[src/rtl/vector_pkg.sv]
// Shared vector-unit types: lane geometry, register-file select width, store FSM states.
// Pure declarations; no timing or flow-control behaviour.
package vector_pkg;

   localparam int WIDTH   = 16;
   localparam int VREG_AW = 5;

   typedef logic [WIDTH-1:0][WIDTH-1:0] vector_t;

   typedef enum logic [1:0] {
      IDLE,
      FETCH,
      STORE,
      DONE
   } vst_state_t;

endpackage

[src/rtl/vst_lane_buffer.sv]
// Snapshot of one vector register: parallel load, synchronous clear, lane read by index.
// Read is combinational from sel; a load lands on the next edge; there is no backpressure.
module vst_lane_buffer #(
   parameter int WIDTH = 16
) (
   input  logic                        clk,
   input  logic                        rst,
   input  logic                        clr,
   input  logic                        load,
   input  logic [WIDTH-1:0][WIDTH-1:0] din,
   input  logic [$clog2(WIDTH)-1:0]    sel,
   output logic [WIDTH-1:0]            dout
);

   logic [WIDTH-1:0][WIDTH-1:0] lanes_q;

   always_ff @(posedge clk or posedge rst) begin
      if (rst) begin
         lanes_q <= '0;
      end else if (clr) begin
         lanes_q <= '0;
      end else if (load) begin
         lanes_q <= din;
      end
   end

   assign dout = lanes_q[sel];

endmodule

[src/rtl/vector_store_unit.sv]
// Snapshots one vector register and writes its lanes to memory, lane 0 first; 18 cycles start-to-done.
// Each cycle with mem_ready low during the store holds the write and adds exactly one cycle.
module vector_store_unit
   import vector_pkg::VREG_AW, vector_pkg::vst_state_t,
          vector_pkg::IDLE, vector_pkg::FETCH, vector_pkg::STORE, vector_pkg::DONE;
#(
   parameter int WIDTH = 16,
   parameter int AW    = 32
) (
   input  logic                        clk,
   input  logic                        rst,
   input  logic                        start,
   input  logic [VREG_AW-1:0]          VS,
   input  logic [AW-1:0]               base_addr,
   output logic [VREG_AW-1:0]          RS,
   input  logic [WIDTH-1:0][WIDTH-1:0] RDV,
   output logic                        mem_we,
   output logic [AW-1:0]               mem_addr,
   output logic [WIDTH-1:0]            mem_wd,
   input  logic                        mem_ready,
   output logic                        busy,
   output logic                        done
);

   localparam int            CW   = $clog2(WIDTH);
   localparam logic [CW-1:0] LAST = CW'(WIDTH - 1);

   vst_state_t    state, state_nxt;
   logic [CW-1:0] cnt, lane_nxt;
   logic [AW-1:0] base_q;
   logic [WIDTH-1:0] lane_dat;
   logic          accept, last_acc, buf_clr, buf_load;
   logic          mem_we_nxt, busy_nxt, done_nxt;

   assign accept   = (state == STORE) && mem_ready;
   assign last_acc = accept && (cnt == LAST);
   assign lane_nxt = cnt + CW'(1);
   assign buf_clr  = (state == IDLE) && start;
   assign buf_load = (state == FETCH);

   // Buffer is read one lane ahead so the next element is registered onto mem_wd on acceptance.
   vst_lane_buffer #(.WIDTH(WIDTH)) u_buf (
      .clk  (clk),
      .rst  (rst),
      .clr  (buf_clr),
      .load (buf_load),
      .din  (RDV),
      .sel  (lane_nxt),
      .dout (lane_dat)
   );

   always_ff @(posedge clk or posedge rst) begin
      if (rst) begin
         state <= IDLE;
      end else begin
         state <= state_nxt;
      end
   end

   always_comb begin
      state_nxt = state;
      case (state)
         IDLE:    if (start) state_nxt = FETCH;
         FETCH:   state_nxt = STORE;
         STORE:   if (last_acc) state_nxt = DONE;
         DONE:    state_nxt = IDLE;
         default: state_nxt = IDLE;
      endcase
   end

   // Control outputs are decoded from the next state and registered, keeping mem_ready off any output path.
   always_comb begin
      mem_we_nxt = (state_nxt == STORE);
      busy_nxt   = (state_nxt != IDLE);
      done_nxt   = (state_nxt == DONE);
   end

   always_ff @(posedge clk or posedge rst) begin
      if (rst) begin
         mem_we   <= 1'b0;
         busy     <= 1'b0;
         done     <= 1'b0;
         RS       <= '0;
         base_q   <= '0;
         cnt      <= '0;
         mem_addr <= '0;
         mem_wd   <= '0;
      end else begin
         mem_we <= mem_we_nxt;
         busy   <= busy_nxt;
         done   <= done_nxt;
         case (state)
            IDLE: begin
               if (start) begin
                  RS     <= VS;
                  base_q <= base_addr;
                  cnt    <= '0;
               end
            end
            FETCH: begin
               mem_addr <= base_q;
               mem_wd   <= RDV[0];
            end
            STORE: begin
               if (accept && !last_acc) begin
                  cnt      <= lane_nxt;
                  mem_addr <= base_q + AW'(lane_nxt);
                  mem_wd   <= lane_dat;
               end
            end
            default: ;
         endcase
      end
   end

endmodule

[config.mk]
export PLATFORM = sky130hd
export DESIGN_NAME = vector_store_unit
export DESIGN_NICKNAME = d
export VERILOG_FILES = /design/src/rtl/vector_pkg.sv /design/src/rtl/vst_lane_buffer.sv /design/src/rtl/vector_store_unit.sv
export SDC_FILE = /design/constraint.sdc
export NUM_CORES = 1
export LEC_CHECK = 0
export CAP_MARGIN = 10
export CORE_ASPECT_RATIO = 0.6
export CORE_MARGIN = 8
export CORE_UTILIZATION = 35
export CTS_BUF_LIST = sky130_fd_sc_hd__clkbuf_8
export CTS_CLUSTER_DIAMETER = 200
export CTS_CLUSTER_SIZE = 20
export DETAILED_ROUTE_END_ITERATION = 12
export SLEW_MARGIN = 10
export SYNTH_ARGS = -nofsm -noshare
export SYNTH_HDL_FRONTEND = slang
export SYNTH_SLANG_ARGS = --single-unit
[constraint.sdc]
create_clock -name clk -period 16.25 [get_ports clk]
set_input_delay 3.25 -clock clk [delete_from_list [all_inputs] [get_ports clk]]
set_output_delay 3.25 -clock clk [all_outputs]
set_load 0.02 [all_outputs]
==> impl_metrics.csv, run 1 <==
group,metric,value,unit
status,status,"finished clean",
floorplan,die_h,184.0,µm
cts,clkTransAtPathRegs,0.13,ns
cts,htreeDepth,1,
place,gp_congestion,0.8017,
detailed_routing,viasPerCell,5.072,
synthesis,synth_fp_nets,1658,
sta,fin_crit,5.150,ns
power,fin_total_pwr,3.789,mW
cts,ctsResizeCount,0,
detailed_routing,drt_iter0_drc,809,
detailed_routing,drc,0,
synthesis,synth_top_area_share,53.20,%
synthesis,synth_common_cells,"dfrtp_1 (350), nor2_1 (275), mux2i_1 (267)",
synthesis,synth_area_leaders,"dfrtp_1 (53%), mux2i_1 (16%), mux4_2 (8.8%)",
synthesis,yosysTopAreaCell,"dfrtp_1",
cts,worstSkewPairLatency,0.59,ns
final_layout,instances_no_fill,2280,
grt,grt_pass1_wl,79.65,mm
synthesis,synth-simple-area-share,9.964,%
sta,slew_violations,0,
cts,postCtsSetupBuffers,0,
setup_path,critPathLaunchType,"primary input",
sta,max_freq,194.2,MHz
sta,finalHoldViolations,0,
setup_path,reg2reg_from,"cnt[0]",
grt,grt.total_usage,19.13,%
sta,period_share,31.69,%
floorplan,fp.dieW,296.0,µm
min_path,hold_path_startpoint,"mem_addr[17]",
grt,grt_start_max_net_pins,174,
synthesis,synth_warnings,0,
power,power.density,181.5,nW/µm²
grt,first_global_vias,12090,
cts,cts_made_buffers,21,
synthesis,synthAdderAreaFrac,0.7296,%
floorplan,io-pin-count,353,
synthesis,avgSynthCellArea,12.18,µm²
synthesis,synth_top_family_by_area,"multiplexers",
synthesis,synth-edff-count,0,
cts,clock_path_buffers,3,
power,cellLeakagePower,8.626,nW
setup_path,worstPathRequired,16.74,ns
setup_path,startpoint,"start",
final_layout,layout.filler_cells,4338,
final_layout,nets,1952,
detailed_routing,ant_nets,0,
grt,overflow,0,
sta,max_slew.worst_pin.slew,1.111,ns
synthesis,ys_types,51,
place,portBuffers,352,
setup_path,crit_type,"in -> reg",
synthesis,seq_area_frac_synth,53.20,%
sta,tns,0,ns
setup_path,critical_path.max_fanout,85,
floorplan,dieArea,54460,µm²
sta,finalClockSkew,0.02827,ns
sta,slew_headroom,25.91,%
job,cap_violations,0,
synthesis,yosys.area_share.xor_xnor,1.277,%
synthesis,yosysMostFrequentCell,"dfrtp_1",
detailed_routing,finalWirelength,53.47,mm
floorplan,start_util,35.48,%
detailed_routing,wl_per_cell,23.45,µm
floorplan,core_area,46400,µm²
detailed_routing,firstDrtPassIters,5,
place,placed_cells,2253,
place,dp_hpwl,38.61,mm
cts,hold_buffers,0,
final_layout,area_delta_synth_final,26.82,%
cts,tritoncts,"yes",
cts,cts-root-buf,"clkbuf_8",
min_path,hold_path.class,"reg -> reg",
synthesis,ys_ff_latch,350,
final_layout,drive_gt1_share,10.02,%
synthesis,syn_inst,1352,
synthesis,syn_area,16460,µm²
detailed_routing,vias,11570,
synthesis,synth.area.mux_share,27.93,%
cts,clock_sinks,350,
sta,setup_violations,0,
sta,timing.hold.ws,0.4961,ns
synthesis,synth_compound_area_share,4.096,%
setup_path,worstSetupEndpointType,"register",
floorplan,std_cell_rows,61,
synthesis,synth_top_flop_cell,"dfrtp_1",
sta,rsz0062_at_grt,"no",
setup_path,cp_data_arrival_time,5.64,ns
power,ir_drop,0.08070,mV
synthesis,synthArstFlopShare,100.0,%
grt,grt_antenna_before_repair,6,
[kinds of logic (layout without fill, tap and decap cells)]
group,count (synthesis),in the layout
AND/OR/NAND/NOR,383,383
multiplexers,374,374
flip-flops,350,350
AO/OA/AOI/OAI,106,106
buffers and inverters,106,400
XOR/XNOR,24,24
adder cells (fa/ha/maj),9,9
other,0,4
[layout by cell type (no fill, tap or decap), drive strengths merged, types with 8 or more instances in the layout]
cell	netlist	final
ha	8	8
buf	41	19
o22ai	24	24
dfrtp	350	350
xor2	14	14
nor2	275	275
clkbuf	59	21
a211oi	18	18
xnor2	10	10
mux2i	267	267
nand2	33	33
mux2	43	43
o21ai	37	37
nor2b	15	15
inv	6	8
nor3	10	10
clkdlybuf4s50	0	352
nand3	10	10
mux4	64	64
[registers in the layout, summed over array words and instances (netlist names)]
| register | count |
|---|---|
| mem_we | 1 |
| cnt | 4 |
| RS | 5 |
| busy | 1 |
| mem_addr | 32 |
| base_q | 32 |
| mem_wd | 16 |
| done | 1 |
| u_buf.lanes_q | 256 |
| state | 2 |
[final timing paths]
path / end / slack [ns] / cells after the start
worst min-delay path: mem_addr[17] / 0.50 / 2
min in group asynchronous: u_buf.lanes_q[58] / 3.17 / 2
worst max register to register: mem_wd[6] / 12.37 / 6
worst min register to register: mem_addr[17] / 0.50 / 2
worst max-delay path: base_q[20] / 11.10 / 4
max in group asynchronous: u_buf.lanes_q[166] / 11.51 / 3
[stage by stage]
stage	instance area, µm²	setup slack [ns]	util (%)
2_1_floorplan	16460	3.293	-
3_3_place_gp	20560	10.50	44.32
3_5_place_dp	20560	10.45	44.32
4_1_cts	20870	11.14	44.97
5_1_grt	20880	11.06	44.99
6_report	20880	11.10	44.99
[critical path, stage by stage]
cell	delay [ns]
clkdlybuf4s50_1	0.49
and2_4	0.50
buf_4	0.85
mux2_2	0.43
[metal layers]
layer | share of wire [%] | routed length, µm | GRT usage (%)
met1 | 47 | 25330 | 27.96
met2 | 47 | 25020 | 30.33
met3 | 4.9 | 2612 | 3.425
met4 | 0.88 | 472 | 2.521
met5 | 0.050 | 27 | 0
[power breakdown]
group / internal [mW] / leakage (nW) / total, mW / switching [mW]
sequential: 1.28 / 4.48 / 1.55 / 0.265
combinational: 0.888 / 3.99 / 1.84 / 0.949
clock: 0.120 / 0.162 / 0.403 / 0.283
[cell type report]
| class | instances | area (µm²) | area share [%] |
|---|---|---|---|
| clock buffer | 21 | 289.0 | 1.384 |
| inverter | 6 | 30.03 | 0.1438 |
| timing repair buffer | 371 | 3679 | 17.62 |
| tap | 630 | 788.3 | 3.775 |
| multi-input combinational | 896 | 7306 | 34.99 |
| clock inverter | 2 | 15.01 | 0.07191 |
| sequential | 350 | 8762 | 41.97 |
| antenna | 4 | 10.01 | 0.04794 |
No activity file was read; power rests on OpenSTA's default activity.
==> run 2: changes to the inputs <==
clock period = 4.4 ns   (was 16.25 ns; I/O delays follow)
==> impl_metrics.csv, run 2 (synthesized netlist as in run 1, its figures left out) <==
group,metric,value,unit
status,status,"finished clean",
detailed_routing,drc,0,
power,cellLeakagePower,8.654,nW
floorplan,start_util,35.48,%
final_layout,nets,1955,
setup_path,r2r_cells,8,
place,place_ws,1.249,ns
sta,slew_headroom,16.36,%
cts,tritoncts,"yes",
floorplan,die_h,184.0,µm
detailed_routing,ant_nets,0,
final_layout,final_common_cell,"clkdlybuf4s50_1",
power,power.density,674.2,nW/µm²
cts,clock_sinks,350,
min_path,hold_end,"mem_addr[16]",
floorplan,std_cell_rows,61,
final_layout,largest_reg_flops,256,
sta,finalHoldViolations,0,
place,gp_congestion,0.8299,
grt,grt.total_usage,19.22,%
cts,cts_made_buffers,21,
power,fin_total_pwr,14.14,mW
detailed_routing,firstDrtPassIters,5,
final_layout,drive_gt1_share,10.19,%
cts,ctsResizeCount,0,
place,dp_hpwl,39.39,mm
detailed_routing,vias,11660,
setup_path,max_stage_delay,0.74,ns
sta,slew_violations,0,
setup_path,path_cells,"nand3_1 -> xnor2_1 -> ha_1 -> a21oi_1 -> nor2b_1 -> o211ai_1 -> or4_1 -> a31oi_1",
cts,postCtsSetupBuffers,0,
floorplan,io-pin-count,353,
setup_path,cp_data_arrival_time,3.77,ns
final_layout,max_flop_register,"u_buf.lanes_q",
sta,rsz0062_at_grt,"no",
cts,hold_buffers,0,
sta,finalClockSkew,0.02979,ns
sta,setup_ws,1.148,ns
setup_path,critPathLaunchType,"register",
cts,clkTransAtPathRegs,0.13,ns
final_layout,top_regs,"u_buf.lanes_q (256), base_q (32), mem_addr (32)",
cts,cts-root-buf,"clkbuf_8",
setup_path,cpMaxStageDelayCell,"nor2b_1",
sta,max_freq,307.5,MHz
cts,worstSkewPairLatency,0.59,ns
setup_path,worstPathRequired,4.92,ns
setup_path,reg2reg_from,"cnt[0]",
grt,first_global_vias,12210,
grt,grt_antenna_before_repair,10,
floorplan,fp.dieW,296.0,µm
setup_path,critical_path.max_fanout,14,
sta,fin_crit,3.252,ns
setup_path,rr_endpoint,"mem_addr[31]",
cts,clock_path_buffers,3,
sta,period_share,73.91,%
floorplan,dieArea,54460,µm²
setup_path,crit_type,"reg -> reg",
grt,grt_start_max_net_pins,149,
grt,grt_pass1_wl,79.78,mm
grt,overflow,0,
final_layout,post-route-util,45.18,%
final_layout,area_delta_synth_final,27.36,%
min_path,hold_path_startpoint,"mem_addr[16]",
sta,setup_violations,0,
detailed_routing,drt_iter0_drc,956,
detailed_routing,finalWirelength,53.63,mm
min_path,holdPathStages,2,
detailed_routing,viasPerCell,5.100,
floorplan,core_area,46400,µm²
final_layout,final_cell_mix,"clkdlybuf4s50_1 (352), dfrtp_1 (349), nor2_1 (275)",
sta,max_slew.worst_pin.slew,1.255,ns
min_path,hold_path.class,"reg -> reg",
job,cap_violations,0,
setup_path,reg2reg_slack,1.15,ns
detailed_routing,wl_per_cell,23.46,µm
power,ir_drop,0.4758,mV
place,portBuffers,352,
setup_path,worstSetupEndpointType,"register",
cts,htreeDepth,1,
## run 2: cell types whose count changed in the layout (fill, tap and decap cells not counted), sizes merged
cell	delta
buf	+3
diode	+3
clkinvlp	+1
inv	-1
## run 2: routing by layer
layer	global-route usage [%]	part of all wire [%]	vias up	routed length, µm
met2	30.57	47	263	25030
met4	3.529	1.6	6	872
met3	3.473	5.2	46	2768
met1	27.60	46	5993	24920
met5	0	0.069	-	37
li1	-	-	5350	-
## run 2: worst max path at each step
stage / endpoint / start / cells after the start
2_1_floorplan: RS[0] / rst / 1
3_3_place_gp: mem_addr[31] / cnt[0] / 8
3_5_place_dp: mem_addr[31] / cnt[0] / 8
4_1_cts: mem_addr[31] / cnt[0] / 8
5_1_grt: mem_addr[31] / cnt[0] / 8
6_report: mem_addr[31] / cnt[0] / 8
## run 2: layout make-up
class / instances / area (µm²)
Clock inverter: 2 / 15.01
Antenna cell: 7 / 17.52
Sequential cell: 350 / 8762
Fill cell: 4314 / 25440
Timing Repair Buffer: 374 / 3764
Inverter: 6 / 26.28
Multi-Input combinational cell: 896 / 7306
Tap cell: 630 / 788.3
Clock buffer: 21 / 289.0
## run 2: stage by stage
stage,instances,area (µm²),TNS [ns],hold slack (ns)
after floorplan,1352,16470,-408.24,0.4806
after global placement,2256,20650,0,0.4698
after detailed placement,2256,20650,0,0.4724
after CTS,2279,20950,0,0.5018
after global routing,2286,20970,0,0.5233
final,2286,20970,0,0.4954
## run 2: where the power goes
part	switching, mW	total, mW	leakage [nW]	internal, mW
Sequential	0.988	5.73	4.48	4.74
Combinational	3.61	6.93	4.01	3.32
Clock	1.03	1.48	0.162	0.444
Total	5.63	14.1	8.65	8.51
## run 2: worst max-delay path, delay by kind of cell, from the launching register on
kind | cells | cell delay (ns)
xor+xnor | 1 | 0.40
fa+ha+maj | 1 | 0.26
simple gates | 3 | 1.42
compound gates | 3 | 0.50
flops | 1 | 0.61
